--- config.mk ---
export PLATFORM = sky130hd
export DESIGN_NAME = rr_hold_arbiter_flat
export DESIGN_NICKNAME = d
export VERILOG_FILES = /design/src/rtl/rr_hold_arbiter_if.sv /design/src/rtl/rr_hold_arbiter.sv /design/src/flat_wrapper.sv
export SDC_FILE = /design/constraint.sdc
export NUM_CORES = 1
export LEC_CHECK = 0
export CAP_MARGIN = 15
export CORE_MARGIN = 1.5
export CORE_UTILIZATION = 40
export DETAILED_ROUTE_END_ITERATION = 10
export PLACE_DENSITY = 0.74
export SYNTH_ARGS = -nofsm -noshare
export SYNTH_HDL_FRONTEND = slang
export SYNTH_SLANG_ARGS = --single-unit
--- constraint.sdc ---
create_clock -name i_clk -period 7.05 [get_ports i_clk]
set_input_delay 1.0575 -clock i_clk [delete_from_list [all_inputs] [get_ports i_clk]]
set_output_delay 1.0575 -clock i_clk [all_outputs]
set_load 0.02 [all_outputs]
--- src/rtl/rr_hold_arbiter_if.sv ---
// Handshake bundle between a requester block and rr_hold_arbiter.
// master: the requesting side (drives requests, strobe and release).
// slave : the arbiter side (drives the held grant and status).
interface rr_hold_arbiter_if #(
    parameter int P_CHANNEL_NUM = 8,
    parameter int P_IDX_W       = $clog2(P_CHANNEL_NUM)
);
    logic [P_CHANNEL_NUM-1:0] i_req;
    logic [P_CHANNEL_NUM-1:0] i_first_priority;
    logic                     i_mode;
    logic                     i_req_valid;
    logic                     i_release;
    logic [P_CHANNEL_NUM-1:0] o_grant;
    logic [P_IDX_W-1:0]       o_grant_idx;
    logic                     o_grant_valid;
    logic                     o_busy;
    logic                     o_timeout;

    modport master (
        output i_req, i_first_priority, i_mode, i_req_valid, i_release,
        input  o_grant, o_grant_idx, o_grant_valid, o_busy, o_timeout
    );

    modport slave (
        input  i_req, i_first_priority, i_mode, i_req_valid, i_release,
        output o_grant, o_grant_idx, o_grant_valid, o_busy, o_timeout
    );
endinterface

--- src/rtl/rr_hold_arbiter.sv ---
// rr_hold_arbiter: N-channel arbiter issuing a registered one-hot grant that
// is held until the owner releases it. Priority per arbitration is either an
// external start priority (mode 0) or an internal round-robin pointer (mode 1).
// Optional feature macro: ARB_TIMEOUT_EN -- forced release after P_TIMEOUT
// grant cycles, flagged by a one-cycle o_timeout pulse.
module rr_hold_arbiter #(
    parameter int P_CHANNEL_NUM = 8,
    parameter int P_IDX_W       = $clog2(P_CHANNEL_NUM),
    parameter int P_TIMEOUT     = 255
) (
    input  logic              i_clk,
    input  logic              i_rst,
    rr_hold_arbiter_if.slave  arb
);
    localparam int N  = P_CHANNEL_NUM;
    localparam int W2 = 2 * P_CHANNEL_NUM;

    localparam logic [0:0] ST_IDLE  = 1'b0;
    localparam logic [0:0] ST_GRANT = 1'b1;

    logic [0:0]         state;
    logic [N-1:0]       rr_ptr;
    logic [N-1:0]       grant_q;
    logic [P_IDX_W-1:0] idx_q;
    logic               valid_q;
    logic               busy_q;
    logic               timeout_q;
    logic               rr_owner;

    logic [N-1:0]       prio_sel;
    logic [N-1:0]       prio_norm;
    logic [W2-1:0]      dbl_req;
    logic [W2-1:0]      dbl_diff;
    logic [W2-1:0]      dbl_win;
    logic [N-1:0]       win;
    logic [P_IDX_W-1:0] win_idx;
    logic               forced_release;
    logic               release_now;

    // Winner search: first request at or above the priority bit, wrapping.
    // Doubling the request vector turns the wrap into a single subtraction.
    always_comb begin
        prio_sel  = arb.i_mode ? rr_ptr : arb.i_first_priority;
        prio_norm = prio_sel & (~prio_sel + N'(1));
        if (prio_norm == '0) begin
            prio_norm = N'(1);
        end
        dbl_req  = {arb.i_req, arb.i_req};
        dbl_diff = dbl_req - {{N{1'b0}}, prio_norm};
        dbl_win  = dbl_req & ~dbl_diff;
        win      = dbl_win[N-1:0] | dbl_win[W2-1:N];
        win_idx  = '0;
        for (int unsigned k = 0; k < N; k++) begin
            if (win[k]) begin
                win_idx = win_idx | P_IDX_W'(k);
            end
        end
    end

`ifdef ARB_TIMEOUT_EN
    localparam int CW = $clog2(P_TIMEOUT + 1);
    localparam logic [CW-1:0] TERM = CW'(P_TIMEOUT - 1);

    logic [CW-1:0] hold_cnt;

    // Hold counter: zero while idle (so it is clear on entry), counts grant cycles.
    always_ff @(posedge i_clk) begin
        if (!i_rst) begin
            hold_cnt <= '0;
        end else if (state == ST_IDLE || release_now) begin
            hold_cnt <= '0;
        end else begin
            hold_cnt <= hold_cnt + CW'(1);
        end
    end

    // An owner release on the terminal cycle wins, so no timeout is flagged then.
    assign forced_release = (state == ST_GRANT) && (hold_cnt == TERM) && !arb.i_release;
`else
    assign forced_release = 1'b0;
`endif

    assign release_now = arb.i_release | forced_release;

    // Grant FSM: arbitrate from IDLE, hold the grant until a (forced) release.
    always_ff @(posedge i_clk) begin
        if (!i_rst) begin
            state     <= ST_IDLE;
            rr_ptr    <= N'(1);
            grant_q   <= '0;
            idx_q     <= '0;
            valid_q   <= 1'b0;
            busy_q    <= 1'b0;
            timeout_q <= 1'b0;
            rr_owner  <= 1'b0;
        end else begin
            timeout_q <= 1'b0;
            case (state)
                ST_IDLE: begin
                    if (arb.i_req_valid && (arb.i_req != '0)) begin
                        state    <= ST_GRANT;
                        grant_q  <= win;
                        idx_q    <= win_idx;
                        valid_q  <= 1'b1;
                        busy_q   <= 1'b1;
                        rr_owner <= arb.i_mode;
                    end
                end
                ST_GRANT: begin
                    if (release_now) begin
                        state     <= ST_IDLE;
                        grant_q   <= '0;
                        idx_q     <= '0;
                        valid_q   <= 1'b0;
                        busy_q    <= 1'b0;
                        timeout_q <= forced_release;
                        if (rr_owner) begin
                            rr_ptr <= {grant_q[N-2:0], grant_q[N-1]};
                        end
                    end
                end
                default: begin
                    state <= ST_IDLE;
                end
            endcase
        end
    end

    assign arb.o_grant       = grant_q;
    assign arb.o_grant_idx   = idx_q;
    assign arb.o_grant_valid = valid_q;
    assign arb.o_busy        = busy_q;
    assign arb.o_timeout     = timeout_q;

endmodule

--- src/flat_wrapper.sv ---
// flat-port wrapper written by rule: the top's interface ports become plain ports
module rr_hold_arbiter_flat 
#(
    parameter int P_CHANNEL_NUM = 8,
    parameter int P_IDX_W       = $clog2(P_CHANNEL_NUM),
    parameter int P_TIMEOUT     = 255
)
  (i_clk, i_rst, arb_i_req, arb_i_first_priority, arb_i_mode, arb_i_req_valid, arb_i_release, arb_o_grant, arb_o_grant_idx, arb_o_grant_valid, arb_o_busy, arb_o_timeout);
  rr_hold_arbiter_if #(.P_CHANNEL_NUM(P_CHANNEL_NUM), .P_IDX_W(P_IDX_W)) arb_i ();
  input  logic i_clk;
  input  logic i_rst;
  input wire logic [$bits(arb_i.i_req)-1:0] arb_i_req;
  input wire logic [$bits(arb_i.i_first_priority)-1:0] arb_i_first_priority;
  input wire logic [$bits(arb_i.i_mode)-1:0] arb_i_mode;
  input wire logic [$bits(arb_i.i_req_valid)-1:0] arb_i_req_valid;
  input wire logic [$bits(arb_i.i_release)-1:0] arb_i_release;
  output wire logic [$bits(arb_i.o_grant)-1:0] arb_o_grant;
  output wire logic [$bits(arb_i.o_grant_idx)-1:0] arb_o_grant_idx;
  output wire logic [$bits(arb_i.o_grant_valid)-1:0] arb_o_grant_valid;
  output wire logic [$bits(arb_i.o_busy)-1:0] arb_o_busy;
  output wire logic [$bits(arb_i.o_timeout)-1:0] arb_o_timeout;
  assign arb_i.i_req = arb_i_req;
  assign arb_i.i_first_priority = arb_i_first_priority;
  assign arb_i.i_mode = arb_i_mode;
  assign arb_i.i_req_valid = arb_i_req_valid;
  assign arb_i.i_release = arb_i_release;
  assign arb_o_grant = arb_i.o_grant;
  assign arb_o_grant_idx = arb_i.o_grant_idx;
  assign arb_o_grant_valid = arb_i.o_grant_valid;
  assign arb_o_busy = arb_i.o_busy;
  assign arb_o_timeout = arb_i.o_timeout;
  rr_hold_arbiter #(.P_CHANNEL_NUM(P_CHANNEL_NUM), .P_IDX_W(P_IDX_W), .P_TIMEOUT(P_TIMEOUT)) u_core (.i_clk(i_clk), .i_rst(i_rst), .arb(arb_i));
endmodule
==> results of run 1 <==
-- path summary, 6_finish.rpt --
| path | to | cells past startpoint | slack [ns] | startpoint |
|---|---|---|---|---|
| max | u_core.arb.o_grant_idx[2] | 13 | 2.41 | arb_i_mode |
| min | u_core.rr_ptr[7] | 2 | 0.47 | u_core.rr_ptr[7] |
| max reg2reg | u_core.arb.o_grant_idx[2] | 12 | 3.81 | u_core.rr_ptr[0] |
| min reg2reg | u_core.rr_ptr[7] | 2 | 0.47 | u_core.rr_ptr[7] |
-- metrics by stage --
stage / hold WS (ns) / utilization / cell area, µm² / instances / total power [W]
2_1_floorplan: 0.436 / - / 1760 / 213 / 0.000200
3_3_place_gp: 0.451 / 0.500 / 2060 / 285 / 0.000234
3_5_place_dp: 0.449 / 0.500 / 2060 / 285 / 0.000234
4_1_cts: 0.465 / 0.518 / 2130 / 289 / 0.000350
5_1_grt: 0.493 / 0.518 / 2130 / 289 / 0.000364
6_report: 0.465 / 0.518 / 2130 / 289 / 0.000350
-- layer usage --
metal | up-vias | global-route usage | wire length [µm]
li1 | 838 | - | -
met2 | 47 | 0.267 | 1940
met1 | 743 | 0.261 | 2240
met4 | 0 | 0.0566 | 73
met3 | 8 | 0.0334 | 218
met5 | - | 0 | 0
-- cell usage after synthesis (3+ instances only) --
cell type | count | area (µm²)
a21o_1 | 4 | 30.0
a21oi_1 | 23 | 115
a41oi_2 | 3 | 48.8
buf_4 | 3 | 22.5
clkbuf_1 | 3 | 11.3
clkbuf_8 | 3 | 41.3
dfxtp_1 | 22 | 440
ha_1 | 7 | 87.6
inv_1 | 9 | 33.8
nand2_1 | 38 | 143
nand2b_1 | 3 | 18.8
nand3_1 | 5 | 25.0
nor2_1 | 14 | 52.6
nor3_1 | 3 | 15.0
o21a_1 | 3 | 22.5
o21ai_0 | 5 | 25.0
or3_1 | 5 | 31.3
-- logic make-up after synthesis --
logic type      Yosys count  synth area share
mux                       5            0.0327
other cells               1           0.00213
fa+ha+maj                 8            0.0612
flops                    22             0.251
buf+inv                  20            0.0712
simple gates             90             0.286
xor+xnor                  3            0.0149
compound gates           64             0.281
-- power by group through the flow --
stage | clock network, W | logic (W) | registers (W)
2_1_floorplan | 0 | 0.0000569 | 0.000143
3_3_place_gp | 0 | 0.0000964 | 0.000138
3_5_place_dp | 0 | 0.0000963 | 0.000138
4_1_cts | 0.000119 | 0.0000968 | 0.000135
5_1_grt | 0.000123 | 0.000105 | 0.000136
6_report | 0.000118 | 0.0000973 | 0.000135
-- critical path, cell delays in order --
cell and delay [ns]:
clkdlybuf4s50_1 0.91, mux2i_1 0.38, o221ai_2 0.16, o31a_1 0.37
nor2_1 0.14, fa_1 0.22, nand2b_1 0.14, a21oi_1 0.11
o311ai_0 0.58, nand4b_1 0.18, mux2_4 0.31, o211ai_2 0.07
a41oi_2 0.11
-- layout make-up --
type	count	area (µm²)
clock inverters	1	30.0
multi-input cells	171	1190
flip-flops and latches	22	440
fillers	399	1980
clock buffers	3	41.3
well taps	50	62.6
repair buffers	33	330
inverters	9	33.8
-- flip-flops by register name, summed over array words and instances, names as in the netlist --
register / count
u_core.rr_owner: 1
u_core.arb.o_grant_valid: 1
u_core.state: 1
u_core.arb.o_grant: 8
u_core.rr_ptr: 8
u_core.arb.o_grant_idx: 3
-- cells in the final DEF, fill, tap and decap left out, types with 2 or more instances in the layout --
| master | netlist | final |
|---|---|---|
| a21o_1 | 4 | 4 |
| a21oi_1 | 23 | 23 |
| a22oi_1 | 2 | 2 |
| a32o_2 | 2 | 2 |
| a41oi_2 | 3 | 3 |
| and2_1 | 2 | 2 |
| clkbuf_8 | 3 | 3 |
| clkdlybuf4s50_1 | 0 | 33 |
| dfxtp_1 | 22 | 22 |
| ha_1 | 7 | 7 |
| inv_1 | 9 | 9 |
| mux2_2 | 2 | 2 |
| mux2i_1 | 2 | 2 |
| nand2_1 | 38 | 38 |
| nand2b_1 | 3 | 3 |
| nand3_1 | 5 | 5 |
| nand4b_1 | 2 | 2 |
| nor2_1 | 14 | 14 |
| nor3_1 | 3 | 3 |
| nor4_1 | 2 | 2 |
| nor4b_4 | 2 | 2 |
| o21a_1 | 3 | 3 |
| o21ai_0 | 5 | 5 |
| o311ai_0 | 2 | 2 |
| o31a_1 | 2 | 2 |
| o31a_2 | 2 | 2 |
| or2_2 | 2 | 2 |
| or3_1 | 5 | 5 |
| xnor2_1 | 2 | 2 |
==> results.md, run 1 <==
- Ys Warns: 0
- Die Span X: roughly 69 µm
- Area grow syn2layout: 21.2%
- Cell Pwr Density: ~160 mW/mm²
- Hold_buf cts: 0
- Clock Power Share: 0.337
- Clk sink count: 22
- Dpl ws: 2.23 ns
- Post-synthesis sequential area ratio: 0.251
- Synth Instances: 213
- Vias in the first global route: around 1500
- Clk buf depth: 2
- Req. time, crit path: 7.17 ns
- Post-layout min period: about 4.6 ns
- Main synth FF type: dfxtp_1
- Mapped Area: between 0.0015 and 0.002 mm²
- CTS Buf Count: 3
- Worst ir drop on vdd: about 0.15 mV
- Slew Viols, Final: 0
- Chip height: 69.3 µm
- Detail Route Antenna Nets: 0
- Max Fanout on Critical Path: 19
- Setup Skew: roughly 0.0073 ns
- Critical Path End Type: register
- IO Port Bufs: 33
- Switch Pwr: between 0.00009 and 0.0001 W
- Initial Utilization: 0.427
- Clk_lat worst skew: 0.27 ns
- Worst setup margin: 2.41 ns
- Ports: 35
- GRT Total Usage: 0.180
- Drt total wl: between 4000 and 5000 µm
- Root Buffer Master: clkbuf_8
- Final Cycle Share: 0.658
- Inserted Diodes: 0
- Hpwl dp: approximately 3500 µm
- Vias per cell: roughly 5.7
- Die Area: approximately 0.0048 mm²
- Largest net degree at the start of global routing: 22
- RSZ-0062 raised after global routing: no
- CP Launch Type: input port
- # nets final: ~270
- Distinct cells, synth: 64
- Max Freq: 216 MHz
- # setup viols final: 0
- H-tree levels: 1
- Average size of a mapped cell: just over 8 µm²
- Routed via count: 1636
- Total iterations of the first detailed-routing run: 4
- WP data arrival: approximately 4.8 ns
- Ys async rst share: 0
- Drt initial violations: around 150
- Global route overflow: 0
- Register share of total power: 0.385
- Slew HR: 0.451
- First-pass GRT wire length: between 7000 and 8000 µm
- Internal Pwr Total: between 0.0002 and 0.0003 W
- Max Cap Viol: 0
- Status: completed
- Setup TNS: 0 ns
- Clock Pin Slew Worst Setup and Hold Paths: about 0.08 ns
- Switching Fraction: 0.284
- Drt drc: 0
- Worst-margin pin slew: approximately 0.82 ns
- EDFF count, synth: 0
- Net Count, Synth: 242
- CTS tree: built
- WL/cell: approximately 15 µm
- Crit path kind: input port to register
- RePlAce Congestion: just under 1
- #FFs+latches synth: 22
- Initial antenna violation count: 0
- Resized Gates After CTS: 0
- Final hold vios: 0
- Layout cells sized above 1: 0.126
- Pleak: 0.764 nW
- Post-CTS Setup Repair Bufs: 0
- Combinational power share: 0.278
- Row count: 23
- Core area: roughly 0.0041 mm²
- Min-delay worst type: register to register
(Power assumes the default switching activity.)
==> run 2, diff against run 1 <==
--- a/config.mk
+++ b/config.mk
@@ -9,7 +9,7 @@
 export CORE_MARGIN = 1.5
 export CORE_UTILIZATION = 40
 export DETAILED_ROUTE_END_ITERATION = 10
-export PLACE_DENSITY = 0.74
+export PLACE_DENSITY = 0.76
 export SYNTH_ARGS = -nofsm -noshare
 export SYNTH_HDL_FRONTEND = slang
 export SYNTH_SLANG_ARGS = --single-unit
==> constraint.sdc (replaced) <==
create_clock -name i_clk -period 3.8 [get_ports i_clk]
set_input_delay 0.57 -clock i_clk [delete_from_list [all_inputs] [get_ports i_clk]]
set_output_delay 0.57 -clock i_clk [all_outputs]
set_load 0.02 [all_outputs]
==> results.md, run 2 (synthesis results as in run 1) <==
- Detail Route Antenna Nets: 0
- Most common cell after layout, fill and taps aside: nand2_1
- Root Buffer Master: clkbuf_8
- Drt total wl: between 4000 and 5000 µm
- # nets final: around 280
- Worst setup margin: between 0.2 and 0.3 ns
- Pleak: about 0.83 nW
- Cell Pwr Density: ~300 mW/mm²
- Clock Power Share: 0.328
- Clk_lat worst skew: ~0.26 ns
- Clk sink count: 22
- Largest net degree at the start of global routing: 22
- Max Fanout on Critical Path: 11
- Internal Pwr Total: 0.000475 W
- Hold slack: between 0.4 and 0.5 ns
- Layout Cell Area excl Fill: 0.00223 mm²
- Post-CTS Setup Repair Bufs: 0
- Slew Viols, Final: 0
- Dpl ws: -0.0666 ns
- Post-layout min period: between 3 and 4 ns
- Max Freq: 283 MHz
- Core area: between 0.004 and 0.005 mm²
- Die Area: a little under 0.005 mm²
- Final hold vios: 0
- WP data arrival: 3.65 ns
- CP Launch Type: input port
- Req. time, crit path: 3.91 ns
- Status: completed
- Critical R2R Launch: u_core.rr_ptr[0]
- Clock Pin Slew Worst Setup and Hold Paths: around 0.08 ns
- Inserted Diodes: 0
- Min-delay worst type: register to register
- WL/cell: 15.7 µm
- Number of fill cells: slightly below 400
- Setup Skew: 0.00134 ns
- Crit path kind: input port to register
- Worst ir drop on vdd: about 0.34 mV
- Max Cap Viol: 0
- Row count: 23
- Dpl cell area: around 0.0022 mm²
- Commonest cells after routing, fill and taps aside: 38 x nand2_1, 33 x clkdlybuf4s50_1, 23 x a21oi_1
- RSZ-0062 raised after global routing: no
- Worst-margin pin slew: 0.666 ns
- Reg2reg end: u_core.arb.o_grant_idx[2]
- Layout cells sized above 1: 0.175
- Cells on Worst Hold Path: 2
- Combinational power share: 0.294
- Drt drc: 0
- RePlAce Congestion: roughly 0.94
- Setup TNS: 0 ns
- Vias per cell: 5.73
- H-tree levels: 1
- Ports: 35
- CTS tree: built
- Global route overflow: 0
- Final Cycle Share: 0.930
- First-pass GRT wire length: between 7000 and 8000 µm
- Hpwl dp: about 3700 µm
- Initial antenna violation count: 0
- CTS Buf Count: 3
- Register share of total power: 0.379
- Final Power: between 0.0006 and 0.0007 W
- Routed via count: ~1700
- Total iterations of the first detailed-routing run: 4
- Clk buf depth: 2
- Worst R2R Path Depth: 13
- Slew HR: 0.556
- Crit path launch: arb_i_mode
- Setup crit end: u_core.arb.o_grant_idx[2]
- IO Port Bufs: 33
- Worst reg2reg setup slack: between 0.7 and 0.8 ns
- Switching Fraction: 0.282
- Chip height: 69.3 µm
- # setup viols final: 0
- GRT Total Usage: 0.198
- Die Span X: between 60 and 70 µm
- Initial Utilization: 0.427
- Drt initial violations: 154
- Area grow syn2layout: 27.0%
- Critical Path End Type: register
- Switch Pwr: about 0.00019 W
- Vias in the first global route: 1651
## run 2: area by class of cell
class | instances | area [µm²] | share of cell area
multi-input combinational | 171 | 1200 | 0.536
sequential | 22 | 440 | 0.197
timing repair buffer | 46 | 428 | 0.192
tap | 50 | 62.6 | 0.0280
clock buffer | 3 | 41.3 | 0.0185
inverter | 9 | 33.8 | 0.0151
clock inverter | 1 | 30.0 | 0.0135
## run 2: worst min path at each step
stage | from | endpoint | slack (ns)
floorplan | u_core.rr_ptr[7] | u_core.rr_ptr[7] | 0.44
global placement | u_core.rr_ptr[7] | u_core.rr_ptr[7] | 0.46
detailed placement | u_core.rr_ptr[7] | u_core.rr_ptr[7] | 0.46
CTS | u_core.arb.o_grant[3] | u_core.rr_ptr[4] | 0.48
global route | u_core.rr_ptr[7] | u_core.rr_ptr[7] | 0.49
finish | u_core.rr_ptr[7] | u_core.rr_ptr[7] | 0.47
## run 2: per-stage QoR
stage,util,instances
global placement,0.524,298
CTS,0.542,302
floorplan,-,213
detailed placement,0.524,298
finish,0.542,302
global route,0.542,302
## run 2: what timing repair did
| action | in CTS | in global routing |
|---|---|---|
| gates resized for setup | 0 | 3 |
| hold buffers | 0 | 0 |
| setup endpoints to repair | 0 | 1 |
| hold endpoints to repair | 0 | 0 |
## run 2: metal layers
layer / share of wire / global-route usage / vias to the layer above
met4: 0.010 / 0.0414 / 0
met5: 0 / 0 / -
li1: - / - / 861
met1: 0.45 / 0.269 / 807
met2: 0.48 / 0.334 / 57
met3: 0.057 / 0.0247 / 6
## run 2: critical path, cell delays in order
cell	delay, ns
clkdlybuf4s50_1	0.46
buf_4	0.19
mux2i_2	0.28
o221ai_2	0.13
o31a_1	0.35
nor2_1	0.13
fa_1	0.21
nand2b_1	0.14
a21oi_1	0.12
o311ai_1	0.33
buf_4	0.18
nand4b_1	0.08
mux2_4	0.28
o211ai_2	0.07
a41oi_2	0.11
## run 2: power by group through the flow
stage / registers [W] / logic (W) / clock network (W)
floorplan: 0.000266 / 0.000106 / 0
global placement: 0.000255 / 0.000189 / 0
detailed placement: 0.000256 / 0.000190 / 0
CTS: 0.000251 / 0.000192 / 0.000219
global route: 0.000252 / 0.000211 / 0.000229
finish: 0.000251 / 0.000194 / 0.000217
==> run 3, diff against run 2 <==
--- a/config.mk
+++ b/config.mk
@@ -7,9 +7,10 @@
 export LEC_CHECK = 0
 export CAP_MARGIN = 15
 export CORE_MARGIN = 1.5
-export CORE_UTILIZATION = 40
+export CORE_UTILIZATION = 45
 export DETAILED_ROUTE_END_ITERATION = 10
-export PLACE_DENSITY = 0.76
+export GPL_TIMING_DRIVEN = 0
+export PLACE_DENSITY = 0.8
 export SYNTH_ARGS = -nofsm -noshare
 export SYNTH_HDL_FRONTEND = slang
 export SYNTH_SLANG_ARGS = --single-unit
==> constraint.sdc (replaced) <==
create_clock -name i_clk -period 4.4 [get_ports i_clk]
set_input_delay 0.66 -clock i_clk [delete_from_list [all_inputs] [get_ports i_clk]]
set_output_delay 0.66 -clock i_clk [all_outputs]
set_load 0.02 [all_outputs]
==> results.md, run 3 (synthesis results as in run 1) <==
- Drt total wl: between 4000 and 5000 µm
- CTS Buf Count: 3
- Number of fill cells: about 330
- Worst ir drop on vdd: between 0.2 and 0.25 mV
- Pleak: 0.810 nW
- Post-layout util: 0.595
- Drt initial violations: 99
- Final Power: 0.000571 W
- Core area: roughly 0.0037 mm²
- Commonest cells after routing, fill and taps aside: 38 x nand2_1, 32 x clkdlybuf4s50_1, 23 x a21oi_1
- Clock Power Share: 0.332
- Root Buffer Master: clkbuf_8
- Initial Utilization: 0.473
- Max Fanout on Critical Path: 8
- Vias per cell: 5.81
- Clk sink count: 22
- Die Area: about 0.0043 mm²
- Setup Skew: roughly 0.0028 ns
- Row count: 22
- RePlAce Congestion: just under 0.9
- Hpwl dp: 3440 µm
- Initial antenna violation count: 0
- Register share of total power: 0.379
- Worst-margin pin slew: approximately 0.77 ns
- GRT Total Usage: 0.218
- Clk buf depth: 2
- Drt drc: 0
- Global route overflow: 0
- Switch Pwr: 0.000162 W
- Final hold vios: 0
- # nets final: 279
- CP Launch Type: input port
- Post-layout min period: ~3.8 ns
- Total iterations of the first detailed-routing run: 4
- RSZ-0062 raised after global routing: no
- Clock Pin Slew Worst Setup and Hold Paths: about 0.08 ns
- Ports: 35
- Vias in the first global route: about 1600
- Slew Viols, Final: 0
- Resized Gates After CTS: 0
- Max Cap Viol: 0
- Setup TNS: 0 ns
- Max Freq: 263 MHz
- Final Cycle Share: 0.865
- Inserted Diodes: 0
- Critical Path End Type: register
- Detail Route Antenna Nets: 0
- IO Port Bufs: 32
- H-tree levels: 1
- Die Span X: about 66 µm
- First-pass GRT wire length: between 7000 and 8000 µm
- WL/cell: roughly 15 µm
- Hold_buf cts: 0
- Post-CTS Setup Repair Bufs: 0
- Status: completed
- Crit path kind: input port to register
- Most common cell after layout, fill and taps aside: nand2_1
- Largest net degree at the start of global routing: 14
- Slew HR: 0.482
- Internal Pwr Total: between 0.0004 and 0.0005 W
- Routed via count: approximately 1700
- # setup viols final: 0
- CTS tree: built
- Layout cells sized above 1: 0.153
- WP data arrival: between 3 and 4 ns
- Chip height: ~66 µm
- Cell Pwr Density: between 200 and 300 mW/mm²
- Area grow syn2layout: 25.7%
- Min-delay worst type: register to register
- Clk_lat worst skew: roughly 0.27 ns
- Switching Fraction: 0.284
- Req. time, crit path: approximately 4.5 ns
- Combinational power share: 0.289
-- run 3: path summary, 6_finish.rpt --
| kind | depth (start not counted) | slack, ns | endpoint | startpoint |
|---|---|---|---|---|
| max | 14 | 0.59 | u_core.arb.o_grant_idx[2] | arb_i_first_priority[0] |
| max reg2reg | 13 | 1.10 | u_core.arb.o_grant_idx[2] | u_core.rr_ptr[0] |
| min reg2reg | 2 | 0.47 | u_core.rr_ptr[7] | u_core.rr_ptr[7] |
| min | 2 | 0.47 | u_core.rr_ptr[7] | u_core.rr_ptr[7] |
-- run 3: routing by layer --
layer / global-route usage / vias up / share of wire
met2: 0.352 / 64 / 0.48
li1: - / 855 / -
met3: 0.0308 / 5 / 0.063
met1: 0.301 / 803 / 0.45
met4: 0.0677 / 0 / 0.0090
met5: 0 / - / 0
-- run 3: final cells by class --
type	instances	area, µm²	share of cell area
Buffer	11	91.3	0.0413
Clock buffer	3	41.3	0.0187
Clock inverter	1	30.0	0.0136
Inverter	9	33.8	0.0153
Multi-Input combinational cell	171	1190	0.540
Sequential cell	22	440	0.199
Tap cell	48	60.1	0.0272
Timing Repair Buffer	32	320	0.145
-- run 3: power groups by stage --
stage | logic, W | clock network, W | registers, W
floorplan | 0.0000912 | 0 | 0.000229
global placement | 0.000161 | 0 | 0.000221
detailed placement | 0.000162 | 0 | 0.000221
CTS | 0.000164 | 0.000193 | 0.000216
global route | 0.000178 | 0.000199 | 0.000217
finish | 0.000165 | 0.000190 | 0.000216
-- run 3: worst max-delay path, stage by stage --
cell and delay (ns):
clkdlybuf4s50_1 0.50, nor4_4 0.33, or2_2 0.19, o21ai_0 0.08, or2_2 0.31, ha_1 0.27, buf_4 0.17, nand3_1 0.07
a21oi_1 0.07, o311ai_0 0.63, nand4b_1 0.16, mux2_4 0.30, o211ai_2 0.08, a41oi_2 0.11
-- run 3: through the flow --
step | hold slack, ns | worst slack (ns) | std cells | area [µm²]
after global placement | 0.454 | 0.337 | 293 | 2140
after detailed placement | 0.458 | 0.333 | 293 | 2140
after floorplan | 0.436 | 1.10 | 213 | 1760
after CTS | 0.473 | 0.601 | 297 | 2210
after global routing | 0.493 | 0.358 | 297 | 2210
final | 0.465 | 0.593 | 297 | 2210
